--- config.mk ---
export PLATFORM = sky130hd
export DESIGN_NAME = store_txn_gen
export DESIGN_NICKNAME = d
export VERILOG_FILES = /design/src/rtl/store_txn_gen.sv
export SDC_FILE = /design/constraint.sdc
export NUM_CORES = 1
export LEC_CHECK = 0
export BUFFER_PORTS_ARGS = -buffer_cell sky130_fd_sc_hd__buf_2
export CAP_MARGIN = 30
export CORE_MARGIN = 5
export CORE_UTILIZATION = 52
export DETAILED_ROUTE_END_ITERATION = 6
export MAX_ROUTING_LAYER = met4
export PLACE_DENSITY_LB_ADDON = 0.1
export SETUP_SLACK_MARGIN = 0.4
export SYNTH_ARGS = -nofsm -noshare
export SYNTH_HDL_FRONTEND = slang
export SYNTH_SLANG_ARGS = --single-unit
export TNS_END_PERCENT = 100
--- constraint.sdc ---
create_clock -name clk_i -period 8.47 [get_ports clk_i]
set_input_delay 0.847 -clock clk_i [delete_from_list [all_inputs] [get_ports clk_i]]
set_output_delay 0.847 -clock clk_i [all_outputs]
set_load 0.02 [all_outputs]
--- src/rtl/store_txn_gen.sv ---
// Splits one nibble-granular store request into 4 KiB-safe AXI INCR bursts.
// Emits one AW per burst, then one txn_ctrl record per W beat.
module store_txn_gen #(
    parameter int AxiDataWidth = 128,
    parameter int AxiAddrWidth = 64,
    parameter int AxiIdWidth   = 4,
    parameter int LenWidth     = 32,
    localparam int BusNibbles  = AxiDataWidth / 4,
    localparam int BusNSize    = $clog2(BusNibbles)
) (
    input  logic                    clk_i,
    input  logic                    rst_ni,
    input  logic                    req_valid_i,
    output logic                    req_ready_o,
    input  logic [AxiAddrWidth:0]   req_nb_addr_i,
    input  logic [LenWidth-1:0]     req_nr_nbs_i,
    input  logic [AxiIdWidth-1:0]   req_id_i,
    output logic                    aw_valid_o,
    input  logic                    aw_ready_i,
    output logic [AxiAddrWidth-1:0] aw_addr_o,
    output logic [7:0]              aw_len_o,
    output logic [2:0]              aw_size_o,
    output logic [1:0]              aw_burst_o,
    output logic [AxiIdWidth-1:0]   aw_id_o,
    output logic                    txn_ctrl_valid_o,
    input  logic                    txn_ctrl_ready_i,
    output logic [AxiAddrWidth:0]   txn_addr_o,
    output logic                    txn_is_head_o,
    output logic [7:0]              txn_rmn_beat_o,
    output logic [BusNSize:0]       txn_lbn_o,
    output logic                    txn_is_final_txn_o,
    output logic                    busy_o
);

    localparam int AxiSize = $clog2(AxiDataWidth / 8);
    localparam int CalcW   = LenWidth + 1;
    localparam int NbAddrW = AxiAddrWidth + 1;

    typedef enum logic [1:0] {S_IDLE, S_CALC, S_AW, S_BEAT} state_e;

    state_e                  state;
    logic [NbAddrW-1:0]      cur_addr;
    logic [LenWidth-1:0]     rmn_nbs;
    logic [LenWidth-1:0]     txn_nbs;
    logic [AxiIdWidth-1:0]   id;
    logic [AxiAddrWidth-1:0] aw_addr;
    logic [7:0]              aw_len;
    logic [7:0]              rmn_beat;
    logic                    is_head;
    logic                    is_final;
    logic [BusNSize:0]       lbn;
    logic [8:0]              beat_cnt;

    logic [CalcW-1:0] off, to4k, maxb, txn_c, sum;

    // Burst size: clipped by request remainder, 4 KiB page and 256 beats.
    always_comb begin
        off   = CalcW'(cur_addr[BusNSize-1:0]);
        to4k  = CalcW'(8192) - CalcW'(cur_addr[12:0]);
        maxb  = CalcW'(256 * BusNibbles) - off;
        txn_c = CalcW'(rmn_nbs);
        if (to4k < txn_c) txn_c = to4k;
        if (maxb < txn_c) txn_c = maxb;
        sum   = off + txn_c;
    end

    always_ff @(posedge clk_i or negedge rst_ni) begin
        if (!rst_ni) begin
            state    <= S_IDLE;
            cur_addr <= '0;
            rmn_nbs  <= '0;
            txn_nbs  <= '0;
            id       <= '0;
            aw_addr  <= '0;
            aw_len   <= '0;
            rmn_beat <= '0;
            is_head  <= 1'b0;
            is_final <= 1'b0;
            lbn      <= '0;
            beat_cnt <= '0;
        end else begin
            unique case (state)
                S_IDLE: begin
                    if (req_valid_i) begin
                        cur_addr <= req_nb_addr_i;
                        rmn_nbs  <= req_nr_nbs_i;
                        id       <= req_id_i;
                        if (req_nr_nbs_i != '0) state <= S_CALC;
                    end
                end
                S_CALC: begin
                    txn_nbs  <= txn_c[LenWidth-1:0];
                    aw_addr  <= {cur_addr[NbAddrW-1:AxiSize+1], {AxiSize{1'b0}}};
                    aw_len   <= 8'((sum - CalcW'(1)) >> BusNSize);
                    rmn_beat <= 8'((sum - CalcW'(1)) >> BusNSize);
                    lbn      <= (sum[BusNSize-1:0] == '0) ? (BusNSize+1)'(BusNibbles)
                                                          : {1'b0, sum[BusNSize-1:0]};
                    is_final <= (txn_c == CalcW'(rmn_nbs));
                    is_head  <= 1'b1;
                    beat_cnt <= '0;
                    state    <= S_AW;
                end
                S_AW: begin
                    if (aw_ready_i) state <= S_BEAT;
                end
                S_BEAT: begin
                    if (txn_ctrl_ready_i) begin
                        is_head  <= 1'b0;
                        rmn_beat <= rmn_beat - 8'd1;
                        beat_cnt <= beat_cnt + 9'd1;
                        if (rmn_beat == 8'd0) begin
                            if (is_final) begin
                                state <= S_IDLE;
                            end else begin
                                cur_addr <= cur_addr + NbAddrW'(txn_nbs);
                                rmn_nbs  <= rmn_nbs - txn_nbs;
                                state    <= S_CALC;
                            end
                        end
                    end
                end
                default: state <= S_IDLE;
            endcase
        end
    end

    assign req_ready_o        = (state == S_IDLE);
    assign busy_o             = (state != S_IDLE);
    assign aw_valid_o         = (state == S_AW);
    assign aw_addr_o          = aw_addr;
    assign aw_len_o           = aw_len;
    assign aw_size_o          = 3'(AxiSize);
    assign aw_burst_o         = 2'b01;
    assign aw_id_o            = id;
    assign txn_ctrl_valid_o   = (state == S_BEAT);
    assign txn_addr_o         = cur_addr;
    assign txn_is_head_o      = is_head;
    assign txn_rmn_beat_o     = rmn_beat;
    assign txn_lbn_o          = lbn;
    assign txn_is_final_txn_o = is_final;

    logic [15:0] aw_end;
    assign aw_end = 16'(aw_addr[11:0]) + ((16'(aw_len) + 16'd1) << AxiSize);

    always_ff @(posedge clk_i) begin
        if (rst_ni) begin
            if (txn_ctrl_valid_o)
                assert (lbn != '0 && lbn <= (BusNSize+1)'(BusNibbles));
            if (aw_valid_o)
                assert (aw_end <= 16'd4096);
            if (txn_ctrl_valid_o && txn_ctrl_ready_i && rmn_beat == 8'd0)
                assert (beat_cnt == {1'b0, aw_len});
        end
    end

endmodule

; ---- Yosys cells after proc, flatten, opt, wreduce, memory -nomap -nowiden
; Index checks and enable logic that the tools add are counted.
[totals]
ff_bits = 219
inputBits = 106
out_inout_bits = 166
wordCells = 65
[op_classes]
addsub = 7
n_lt_le_gt_ge = 2
eq_ne = 10
muxes = 24
n_reduce_logical = 11
[op_table]
columns = operator, count
row1 = 65-bit two-way mux, 4
row2 = 65-bit case mux with 2 select lines, 1
row3 = 32-bit two-way mux, 4
row4 = 33-bit two-way mux, 2
row5 = 65-bit by 32-bit adder with 65-bit output, 1
row6 = 32-bit case mux with 2 select lines, 1
row7 = 33-bit by 32-bit equality test with 1-bit output, 1
row8 = 33-bit by 32-bit < comparator with 1-bit output, 1
row9 = 33-bit < comparator, 1
row10 = 32-bit nonzero test, 1
row11 = 32-bit subtractor, 1
row12 = 8-bit case mux with 2 select lines, 1
row13 = "14-bit by 13-bit subtractor with 15-bit output, first input constant", 1
row14 = "14-bit by 5-bit subtractor with 15-bit output, first input constant", 1
row15 = 5-bit by 13-bit adder with 13-bit output, 1
row16 = "13-bit by 1-bit subtractor with 13-bit output, second input constant", 1
row17 = 2-bit two-way mux, 5
row18 = 5-bit AND reduction, 2
row19 = 8-bit logical NOT, 1
row20 = 8-bit two-way mux, 1
row21 = "2-bit by 1-bit inequality test with 1-bit output, second input constant", 4
row22 = 2-bit case mux with 4 select lines, 1
row23 = "8-bit by 1-bit subtractor with 8-bit output, second input constant", 1
row24 = 6-bit two-way mux, 1
row25 = other kinds (9), 15

; ---- Longest topological paths before layout
; Gate-level depths: netlist of the first run.
[depth]
depth_word = 8
mapped_depth = 39
depth_no_buf = 37

; ---- Worst setup path before layout of the first run
; OpenSTA, ideal clock, no wires.
[synth_timing]
kind = reg-to-reg
startpoint = reg cur_addr[1] (netlist: txn_addr_o[1])
endpoint = reg rmn_beat[1] (netlist: txn_rmn_beat_o[1])
setup_ns = 0.136
t_arrival_ns = 8.571
setup_slack_ns = -0.237
path_stages_with_launch = 34
path_buffers = 3
period_less_slack_ns = 8.707
cell_sequence = dfrtp_1 -> or3_1 -> or3_1 -> clkbuf_1 -> nor4_1 -> xnor2_1 -> ha_1 -> a21oi_1 -> o21ai_0 -> nor4_1 -> a311o_4 -> buf_1 -> mux2i_1 -> ha_1 -> a41o_1 -> a221oi_1 -> nand2_1 -> o21a_4 -> clkbuf_1 -> nand2_1 -> nand2_1 -> o21ai_0 -> ha_1 -> inv_1 -> fa_1 -> xnor2_1 -> or4b_2 -> nor2_1 -> nand2_1 -> mux2_2 -> xnor2_1 -> nand2_1 -> o21ai_0 -> o21ai_0
[synth_via]
elab_chain_cells = 8
elab_cells_between_ends = 9
classes_between = add/sub: 4 / order compare: 2 / mux: 3
[synth_rtl]
columns = element, line_no
row1 = start: declaration, 42  ; logic [NbAddrW-1:0] cur_addr;
row2 = start signal: assignment, 85  ; cur_addr <= req_nb_addr_i;
row3 = start signal: assignment, 115  ; cur_addr <= cur_addr + NbAddrW'(txn_nbs);
row4 = 14-bit by 13-bit subtractor with 15-bit output, 59  ; to4k = CalcW'(8192) - CalcW'(cur_addr[12:0]);
row5 = 33-bit by 32-bit < comparator with 1-bit output, 62  ; if (to4k < txn_c) txn_c = to4k;
row6 = 33-bit two-way mux, 62
row7 = 33-bit < comparator, 63  ; if (maxb < txn_c) txn_c = maxb;
row8 = 33-bit two-way mux *, 63
row9 = via txn_c[0], 54  ; logic [CalcW-1:0] off, to4k, maxb, txn_c, sum;
row10 = 5-bit by 13-bit adder with 13-bit output *, 64  ; sum = off + txn_c;
row11 = 13-bit by 1-bit subtractor with 13-bit output *, 95  ; rmn_beat <= 8'((sum - CalcW'(1)) >> BusNSize);
row12 = 8-bit case mux with 2 select lines *, 82  ; unique case (state)
row13 = end signal: assignment, 95
row14 = end signal: assignment, 109  ; rmn_beat <= rmn_beat - 8'd1;
row15 = end: declaration, 48  ; logic [7:0] rmn_beat;
; The timed path passes the listed nets; every way through them passes the cells marked *.
; A chain may end at the register's enable or synchronous reset.

; ---- Final worst setup path of the first run
[layout_timing]
startpoint = reg cur_addr[1] (netlist: txn_addr_o[1])
endpoint = reg rmn_beat[7] (netlist: txn_rmn_beat_o[7])
; The elaborated chain is that of the path after synthesis.

==> results of run 1 <==
## worst max-delay path: cells and delay by family (launching register included)
family | cells | cell delay (ps)
multiplexers | 2 | 420
XOR/XNOR | 1 | 180
AND/OR/NAND/NOR | 9 | 2170
buffers and inverters | 1 | 50
AO/OA/AOI/OAI | 14 | 3030
adder cells (fa/ha/maj) | 4 | 1220
flip-flops | 1 | 450
## Yosys cell counts (3+ instances only)
library cell / n
o21ai_1: 5
a21boi_0: 7
a211oi_1: 7
buf_4: 9
nor2b_1: 16
nand2b_1: 13
a221o_1: 4
nand3_1: 33
a21o_1: 37
or4_1: 6
xnor2_1: 67
inv_1: 80
o22ai_1: 26
and2_1: 10
mux2i_1: 66
o21ai_0: 108
o211ai_1: 11
a21oi_1: 147
nand4_1: 22
or2_2: 4
a31oi_1: 12
nor2_1: 126
o31a_1: 4
and4_1: 5
buf_1: 7
a22oi_1: 4
mux2_2: 71
nand2_1: 163
fa_1: 3
o21a_1: 20
xor2_1: 14
nor3_1: 38
nand4b_1: 3
a211o_1: 7
nor4_2: 3
and3_1: 29
clkbuf_1: 60
dfrtp_1: 219
nor4_1: 22
nor3b_1: 11
or3_1: 18
o21bai_1: 9
ha_1: 102
## final timing paths
path,startpoint,endpoint,slack (ps)
max in group asynchronous,rst_ni,txn_addr_o[11],6730
min in group clk_i,aw_len_o[2],aw_len_o[2],470
worst max register to register,txn_addr_o[1],txn_rmn_beat_o[7],810
worst max-delay path,txn_addr_o[1],txn_rmn_beat_o[7],810
worst min-delay path,rst_ni,rmn_nbs[3],280
worst min register to register,aw_len_o[2],aw_len_o[2],470
## logic make-up (layout without fill, tap and decap cells)
logic type               count (synthesis)  in the layout  share of synthesized area, %
buffers and inverters                  158            422                          4.17
AO/OA/AOI/OAI                          445            446                          18.7
AND/OR/NAND/NOR                        534            534                          17.5
other                                    2             17                        0.0498
XOR/XNOR                                81             81                          4.70
adder cells (fa/ha/maj)                105            105                          8.86
flip-flops                             219            219                          36.3
multiplexers                           137            137                          9.68
## sequential cells by signal, summed over array words and instances, names as in the netlist
register	flops
txn_addr_o	65
aw_addr_o	60
rmn_nbs	32
txn_nbs	32
aw_len_o	8
txn_rmn_beat_o	8
txn_lbn_o	6
aw_id_o	4
state	2
txn_is_final_txn_o	1
txn_is_head_o	1
## per-stage QoR
stage	setup slack, ps	instances
after global routing	288	2345
after detailed placement	314	2281
after floorplan	372	1688
after global placement	474	2281
final	810	2345
after CTS	408	2329
## what timing repair did
| action | in CTS | in global routing |
|---|---|---|
| setup endpoints to repair | 6 | 17 |
| gates cloned | 1 | 0 |
| resized for setup | 2 | 33 |
| pin swaps | 1 | 9 |
| hold buffers | 0 | 0 |
| setup buffers | 1 | 8 |
## where the power goes
| part | switching (W) | internal (W) |
|---|---|---|
| combinational | 0.00296 | 0.00209 |
| clock | 0.000453 | 0.000723 |
| sequential | 0.000149 | 0.00119 |
| total | 0.00356 | 0.00400 |
## cell type report
class / instances / area share, %
multi-input combinational: 1312 / 51.3
sequential: 219 / 30.4
timing repair buffer: 296 / 8.84
clock buffer: 38 / 4.30
tap: 384 / 2.67
inverter: 80 / 1.69
clock inverter: 8 / 0.722
antenna: 8 / 0.111
## metal layers
layer	vias up	routed length, µm
li1	6604	-
met1	6649	20700
met2	374	22900
met3	79	2490
met4	0	1370
met5	-	0
## cells in the final DEF (no fill, tap or decap), types with 6 or more instances in the layout
master / netlist / final
o21bai_1: 9 / 9
nand2_1: 163 / 162
clkbuf_16: 0 / 26
ha_1: 102 / 99
buf_2: 2 / 261
mux2i_1: 66 / 66
or3_1: 18 / 16
nor2b_1: 16 / 16
a21o_1: 37 / 37
nor3_1: 38 / 36
and3_1: 29 / 29
xnor2_1: 67 / 62
dfrtp_1: 219 / 217
o21a_1: 20 / 20
and2_1: 10 / 10
nor4_1: 22 / 18
o21ai_1: 5 / 6
conb_1: 2 / 9
nand2b_1: 13 / 13
mux2_2: 71 / 71
nand4_1: 22 / 22
nand3_1: 33 / 33
diode_2: 0 / 8
a21boi_0: 7 / 6
nor3b_1: 11 / 10
nor2_1: 126 / 124
clkbuf_8: 0 / 8
o211ai_1: 11 / 11
xor2_1: 14 / 14
buf_4: 9 / 32
a211oi_1: 7 / 6
inv_1: 80 / 77
a31oi_1: 12 / 12
o21ai_0: 108 / 106
o22ai_1: 26 / 26
a21oi_1: 147 / 144
a211o_1: 7 / 7
==> metrics.yaml, run 1 <==
endpoint_kind: "register"
path_clk_slew_ps: 60
drt-initial-drc-count: 779
final_area_um2: 18000
grt_pass1_wl_um: 75200
ff_latch_area_um2: 5480
synth_largest_area_cell: "dfrtp_1"
initial_utilization_pct: 52.6
use_met1_pct: 37.8
dpl_cell_area_um2: 16800
worstHoldPathType: "in2async"
die-area_um2: 32500
drv_cap: 0
critPathKind: "reg2reg"
ant_nets: 0
viasPerCell: 5.84
slew_violations: 0
clk_latency_ps: 540
synth_top_area_share_pct: 36.3
cts_buffer_depth: 3
ys_seq_area_share_pct: 36.3
power_density_nw_per_um2: 420
critPathMaxFanout: 7
syn_inst: 1681
relSlewSlack_pct: 37.1
layout-drive-gt1-share_pct: 24.1
top_usage_layer: "met2"
dp_hpwl_um: 35300
leakagePower_nw: 9.20
numCtsBuffers: 26
final_util_pct: 62.8
rows: 62
cts_tree: "built"
top_level_ports: 272
h-tree-depth: 1
syn_area_per_cell_um2: 8.97
finClkSkew_ps: 14.8
cts.sinks: 219
synthFlopType: "dfrtp_1"
finalSetupTns_ps: 0
synth.distinct_cells: 79
gr-usage-met2_pct: 47.5
grt_pass1_vias: 13500
period_needed_ps: 7660
chipWidth_um: 180
ys_top_cells_by_area: "dfrtp_1 36%, ha_1 8.5%, mux2_2 5.3%"
use_met3_pct: 3.94
finalHoldViolCount: 0
cp_slowest_cell: "dfrtp_2"
io_buffers: 262
start_kind: "register"
setup_viol: 0
max_stage_delay_ps: 450
die-height_um: 180
drcViolationCount: 0
cts-root-buf: "clkbuf_16"
period_share_pct: 90.4
status: "completed"
clock.fmax_mhz: 131
whs_ps: 278
reg2reg_depth: 31
gr-total-overflow: 0
synth_edf_count: 0
wl_um: 47400
synthArstFlopShare_pct: 100
vdd_drop_max_v: 0.000295
synth-seq-cells: 219
wl_per_cell_um: 20.2
num_vias: 13700
rsz0062_at_grt: "no"
required_ps: 8890
yosys_warnings: 0
worst_pin_slew_ps: 943
num-fill-cells: 2567
drt_first_pass_iters: 5
antenna_found_initial: 8
fp.coreArea_um2: 28700
arrival_ps: 8090
nets: 2146
syn_area_um2: 15100
multi_input_area_um2: 9240
grt_max_degree: 86
grt_use_total_pct: 28.9
total_power_w: 0.00756
place_congestion: 0.939
syn_to_final_growth_pct: 19.5
(Power assumes the default switching activity.)
==> run 2, diff against run 1 <==
--- a/config.mk
+++ b/config.mk
@@ -5,11 +5,11 @@
 export SDC_FILE = /design/constraint.sdc
 export NUM_CORES = 1
 export LEC_CHECK = 0
-export BUFFER_PORTS_ARGS = -buffer_cell sky130_fd_sc_hd__buf_2
 export CAP_MARGIN = 30
 export CORE_MARGIN = 5
-export CORE_UTILIZATION = 52
+export CORE_UTILIZATION = 60
 export DETAILED_ROUTE_END_ITERATION = 6
+export DONT_BUFFER_PORTS = 1
 export MAX_ROUTING_LAYER = met4
 export PLACE_DENSITY_LB_ADDON = 0.1
 export SETUP_SLACK_MARGIN = 0.4
==> constraint.sdc (replaced) <==
create_clock -name clk_i -period 7.6 [get_ports clk_i]
set_input_delay 0.76 -clock clk_i [delete_from_list [all_inputs] [get_ports clk_i]]
set_output_delay 0.76 -clock clk_i [all_outputs]
set_load 0.02 [all_outputs]
==> run 2 against run 1 <==
Utilization up 5.1 points. Sequential cell count stayed put. Critical path depth stayed put. Wire length is 6.8% lower. Combinational power rose by 12%. Final area is 6.0% lower. Worst hold slack got worse by 83 ps. Fmax is 4.7% higher. Clock-buffer cell count unchanged. Global-route usage increased by 2.5 points. Largest power group unchanged.
==> metrics.yaml, run 2 (synthesis results as in run 1) <==
numCtsBuffers: 25  # -3.8%
final_util_pct: 67.9  # +5.1 points
largest_reg_flops: 65  # unchanged
die-area_um2: 28400  # -13%
vdd_drop_max_v: 0.000337  # +14%
status: "completed"
period_needed_ps: 7310  # -347 ps
layout-drive-gt1-share_pct: 15.0  # -9.1 points
initial_utilization_pct: 60.4  # +7.9 points
period_share_pct: 96.2  # +5.8 points
total_power_w: 0.00854  # +13%
io_buffers: 0  # -100%
rr_startpoint: "txn_addr_o[1]"
clock.fmax_mhz: 137  # +4.7%
grt_use_total_pct: 31.4  # +2.5 points
timing.rr.end: "aw_len_o[5]"
setup_slack_ps: 286  # -523 ps
dpl_cell_area_um2: 15700  # -6.9%
grt_pass1_vias: 12800  # -5.2%
top_level_ports: 272  # unchanged
drv_cap: 0  # unchanged
finalHoldViolCount: 0  # unchanged
finClkSkew_ps: 24.2  # +9.43 ps
multi_input_area_um2: 9350  # +1.2%
max_stage_delay_ps: 470  # +20 ps
place_congestion: 0.946  # +0.75%
critPathMaxFanout: 8  # +1
grt_max_degree: 220  # +160%
critPathKind: "reg2reg"
clk_latency_ps: 540  # about the same
chipWidth_um: 169  # -6.5%
syn_to_final_growth_pct: 12.4
setup_viol: 0  # unchanged
final_area_um2: 17000  # -6.0%
use_met1_pct: 40.8  # +3.0 points
grt_pass1_wl_um: 70800  # -5.8%
cts.sinks: 219  # unchanged
worstHoldPathType: "in2async"
viasPerCell: 6.26  # +7.1%
cts_tree: "built"
top_usage_layer: "met2"
fp.coreArea_um2: 25000  # -13%
rows: 58  # -6.5%
rsz0062_at_grt: "yes"
worst_pin_slew_ps: 1280  # +340 ps
whs_ps: 195  # -82.8 ps
cts-root-buf: "clkbuf_16"
num_vias: 12800  # -6.3%
slew_violations: 0  # unchanged
r2r_setup_slack_ps: 290  # -520 ps
start_kind: "register"
drcViolationCount: 0  # unchanged
wl_um: 44200  # -6.8%
cts_buffer_depth: 3  # unchanged
num-fill-cells: 2046  # -20%
drt_first_pass_iters: 5  # unchanged
ff_latch_area_um2: 5480  # about the same
relSlewSlack_pct: 14.5  # -23 points
wl_per_cell_um: 21.5  # +6.5%
reg2reg_depth: 31  # unchanged
path_clk_slew_ps: 60  # about the same
final_common_cell: "dfrtp_1"
gr-total-overflow: 0  # unchanged
die-height_um: 169  # -6.5%
nets: 1915  # -11%
antenna_found_initial: 1  # -7
endpoint_kind: "register"
required_ps: 7960  # -930 ps
final_cell_mix: "216 x dfrtp_1, 160 x nand2_1, 140 x a21oi_1"
dp_hpwl_um: 31700  # -10%
post-place-ws_ps: 125  # -189 ps
arrival_ps: 7670  # -420 ps
drt-initial-drc-count: 948  # +22%
h-tree-depth: 1  # unchanged
power_density_nw_per_um2: 504  # +20%
use_met3_pct: 6.33  # +2.4 points
ant_nets: 0  # unchanged
leakagePower_nw: 8.10  # -12%
cp_slowest_cell: "or3_4"
gr-usage-met2_pct: 49.8  # +2.3 points
-- run 2: cell types whose count changed in the layout (fill, tap and decap cells not counted), moves of 5 or more --
| cell | previous run | this run |
|---|---|---|
| buf_2 | 261 | 0 |
| buf_4 | 32 | 60 |
| diode_2 | 8 | 1 |
| o21ai_0 | 106 | 100 |
| o21ai_1 | 6 | 11 |
-- run 2: per-layer routing --
metal / vias to the layer above / part of all wire [%]
li1: 6117 / -
met1: 6167 / 42
met2: 454 / 47
met3: 99 / 7.2
met4: 0 / 3.8
met5: - / 0
-- run 2: worst max-delay path, delay by kind of cell, from the launching register on --
| family | cells | cell delay, ps |
|---|---|---|
| AOI/OAI and AO/OA | 13 | 2730 |
| adders and majority gates | 4 | 1100 |
| buffers and inverters | 1 | 40 |
| muxes | 2 | 410 |
| xor gates and xnor gates | 2 | 390 |
| DFF | 1 | 430 |
| and+or+nand+nor | 9 | 2070 |
-- run 2: what timing repair did --
action,4_1_cts,5_1_grt
resized for setup,7,39
gates cloned,1,0
pin swaps,5,28
endpoints found under the setup margin,15,16
hold buffers,1,0
buffers inserted,5,17
endpoints found under the hold margin,219,0
-- run 2: layout make-up --
type                       instances  share of cell area, %
antenna                            1                 0.0148
clock buffer                      38                   4.51
clock inverter                     5                  0.613
inverter                          80                   1.77
multi-input combinational       1312                   55.2
sequential                       219                   32.4
tap                              330                   2.44
timing repair buffer              66                   3.15
-- run 2: worst max path at each step --
stage | startpoint | to | depth (start not counted)
floorplan | txn_addr_o[2] | txn_rmn_beat_o[7] | 35
global placement | txn_addr_o[1] | aw_len_o[5] | 30
detailed placement | txn_addr_o[1] | aw_len_o[5] | 33
CTS | txn_addr_o[1] | txn_rmn_beat_o[7] | 31
global route | txn_addr_o[1] | aw_len_o[5] | 31
finish | txn_addr_o[1] | aw_len_o[5] | 31
-- run 2: through the flow --
| stage | TNS (ps) | instances |
|---|---|---|
| after floorplan | 0 | 1688 |
| after global placement | 0 | 1983 |
| after detailed placement | 0 | 1983 |
| after CTS | 0 | 2033 |
| after global routing | -74.6 | 2051 |
| final | 0 | 2051 |
-- run 2: report_power, final --
part / internal (W) / switching (W) / leakage (nW) / total [W]
clock: 0.000789 / 0.000488 / 0.428 / 0.00128
sequential: 0.00132 / 0.000264 / 2.96 / 0.00159
combinational: 0.00243 / 0.00324 / 4.72 / 0.00567
total: 0.00454 / 0.00400 / 8.10 / 0.00854
==> run 3, diff against run 2 <==
--- a/config.mk
+++ b/config.mk
@@ -5,6 +5,7 @@
 export SDC_FILE = /design/constraint.sdc
 export NUM_CORES = 1
 export LEC_CHECK = 0
+export ABC_CLOCK_PERIOD_IN_PS = 7600
 export CAP_MARGIN = 30
 export CORE_MARGIN = 5
 export CORE_UTILIZATION = 60
@@ -12,6 +13,7 @@
 export DONT_BUFFER_PORTS = 1
 export MAX_ROUTING_LAYER = met4
 export PLACE_DENSITY_LB_ADDON = 0.1
+export RECOVER_POWER = 50
 export SETUP_SLACK_MARGIN = 0.4
 export SYNTH_ARGS = -nofsm -noshare
 export SYNTH_HDL_FRONTEND = slang
==> run 3 against run 2 <==
The run now ends with capacitance limit, slew limit left. Power barely moved. Final area down 0.13%. Sequential power hardly changed. Via count about the same. Setup slack hardly changed. Die area unchanged. Clock power is essentially flat. Register-to-register slack about the same. Sequential cell count did not move. Sequential share of layout area is essentially flat. Wire length is essentially flat. Fmax hardly changed. Critical path type unchanged. Highest routed layer unchanged.
==> metrics.yaml, run 3 (synthesis results as in run 1) <==
status: "finished with violations"
violations: "capacitance limit, slew limit"
chipWidth_um: 169  # unchanged
clk_latency_ps: 540  # about the same
path_clk_slew_ps: 60  # about the same
relSlewSlack_pct: -274  # -290 points
dp_hpwl_um: 31700  # unchanged
numCtsBuffers: 25  # unchanged
grt_pass1_vias: 12800  # unchanged
rsz0062_at_grt: "yes"
nets: 1915  # unchanged
syn_to_final_growth_pct: 12.2
largest_reg_flops: 65  # unchanged
worst_pin_slew_ps: 5620  # +4330 ps
fin_cells: 2051  # unchanged
grt_max_degree: 220  # unchanged
die-height_um: 169  # unchanged
wl_per_cell_um: 21.6  # about the same
viasPerCell: 6.26  # about the same
clock.fmax_mhz: 137  # about the same
grt_pass1_wl_um: 70800  # unchanged
num-fill-cells: 2049  # +0.15%
slew_violations: 220  # +220
fp.coreArea_um2: 25000  # unchanged
endpoint_kind: "register"
total_power_w: 0.00853  # about the same
die-area_um2: 28400  # unchanged
gr-total-overflow: 0  # unchanged
route.met2.wl_um: 20800  # about the same
setup_viol: 0  # unchanged
wl_met3_um: 3150  # -0.35%
h-tree-depth: 1  # unchanged
vdd_drop_max_v: 0.000337  # about the same
required_ps: 7960  # about the same
rows: 58  # unchanged
initial_utilization_pct: 60.4  # unchanged
cts_buffer_depth: 3  # unchanged
dp_cells: 1983  # unchanged
drt_first_pass_iters: 5  # unchanged
cts.sinks: 219  # unchanged
setup_slack_ps: 286  # +0.100 ps
top_layer: "met4"
drv_cap: 1  # +1
critPathKind: "reg2reg"
worstHoldPathType: "in2reg"
wl_um: 44200  # about the same
place_congestion: 0.946  # unchanged
max_stage_delay_ps: 470  # about the same
period_share_pct: 96.2  # about the same
arrival_ps: 7670  # about the same
power_density_nw_per_um2: 504  # +0.12%
finalHoldViolCount: 0  # unchanged
final_common_cell: "dfrtp_1"
post-place-ws_ps: 125  # unchanged
layout-drive-gt1-share_pct: 15.0  # unchanged
period_needed_ps: 7310  # -0.100 ps
ant_nets: 0  # unchanged
drt-initial-drc-count: 948  # unchanged
dpl_cell_area_um2: 15700  # unchanged
top_level_ports: 272  # unchanged
finClkSkew_ps: 24.6  # +0.362 ps
cts-root-buf: "clkbuf_16"
cp_slowest_cell: "or3_4"
critPathMaxFanout: 8  # unchanged
final_area_um2: 16900  # -0.13%
num_vias: 12800  # -0.0078%
io_buffers: 0  # unchanged
final_util_pct: 67.8  # -0.090 points
start_kind: "register"
antenna_found_initial: 1  # unchanged
wl_met1_um: 18600  # +0.10%
cts_tree: "built"
drcViolationCount: 0  # unchanged
final_cell_mix: "216 x dfrtp_1, 160 x nand2_1, 140 x a21oi_1"
grt_use_total_pct: 31.4  # unchanged
leakagePower_nw: 8.10  # -0.11%
run 3: routing by layer:
metal  vias to the layer above  GRT usage, %
met5                         -             -
met4                         0          10.2
met3                        99          6.33
met2                       453          49.8
met1                      6168          40.8
li1                       6116             -
run 3: cell type report:
type                       count  area (µm²)  share of cell area (%)
antenna                        1        2.50                  0.0148
timing repair buffer          66         512                    3.02
sequential                   219        5480                    32.4
clock buffer                  38         764                    4.52
inverter                      80         300                    1.77
multi-input combinational   1312        9350                    55.2
tap                          330         413                    2.44
clock inverter                 5         104                   0.613
run 3: power by group:
part / total, W / switching [W] / leakage, nW / internal, W
Clock: 0.00128 / 0.000489 / 0.428 / 0.000789
Combinational: 0.00567 / 0.00324 / 4.71 / 0.00243
Sequential: 0.00159 / 0.000264 / 2.96 / 0.00132
Total: 0.00853 / 0.00399 / 8.10 / 0.00454
run 3: worst max-delay path, delay by kind of cell (launching register included):
family                   cells  cell delay, ps
AO/OA/AOI/OAI               13            2730
AND/OR/NAND/NOR              9            2070
adder cells (fa/ha/maj)      4            1100
flip-flops                   1             430
multiplexers                 2             410
XOR/XNOR                     2             390
buffers and inverters        1              40
run 3: path summary, 6_finish.rpt:
check	start	cells past startpoint	end	slack, ps
min reg2reg	rmn_nbs[25]	2	rmn_nbs[25]	520
max	txn_addr_o[1]	31	aw_len_o[5]	290
min in group asynchronous	rst_ni	1	aw_addr_o[13]	2030
max reg2reg	txn_addr_o[1]	31	aw_len_o[5]	290
max in group asynchronous	rst_ni	1	txn_addr_o[2]	1630
min	req_nb_addr_i[51]	2	txn_addr_o[51]	350
run 3: repair_timing:
action                     in CTS  in global routing
gates resized for setup         7                 39
setup buffers                   5                 17
setup endpoints to repair      15                 16
gates cloned                    1                  0
hold buffers                    1                  0
hold endpoints to repair      219                  0
pin swaps                       5                 28
run 3: through the flow:
| stage | TNS, ps | hold WS, ps |
|---|---|---|
| after floorplan | 0 | 464 |
| after global placement | 0 | 470 |
| after detailed placement | 0 | 470 |
| after CTS | 0 | 330 |
| after global routing | -74.6 | 345 |
| final | 0 | 352 |
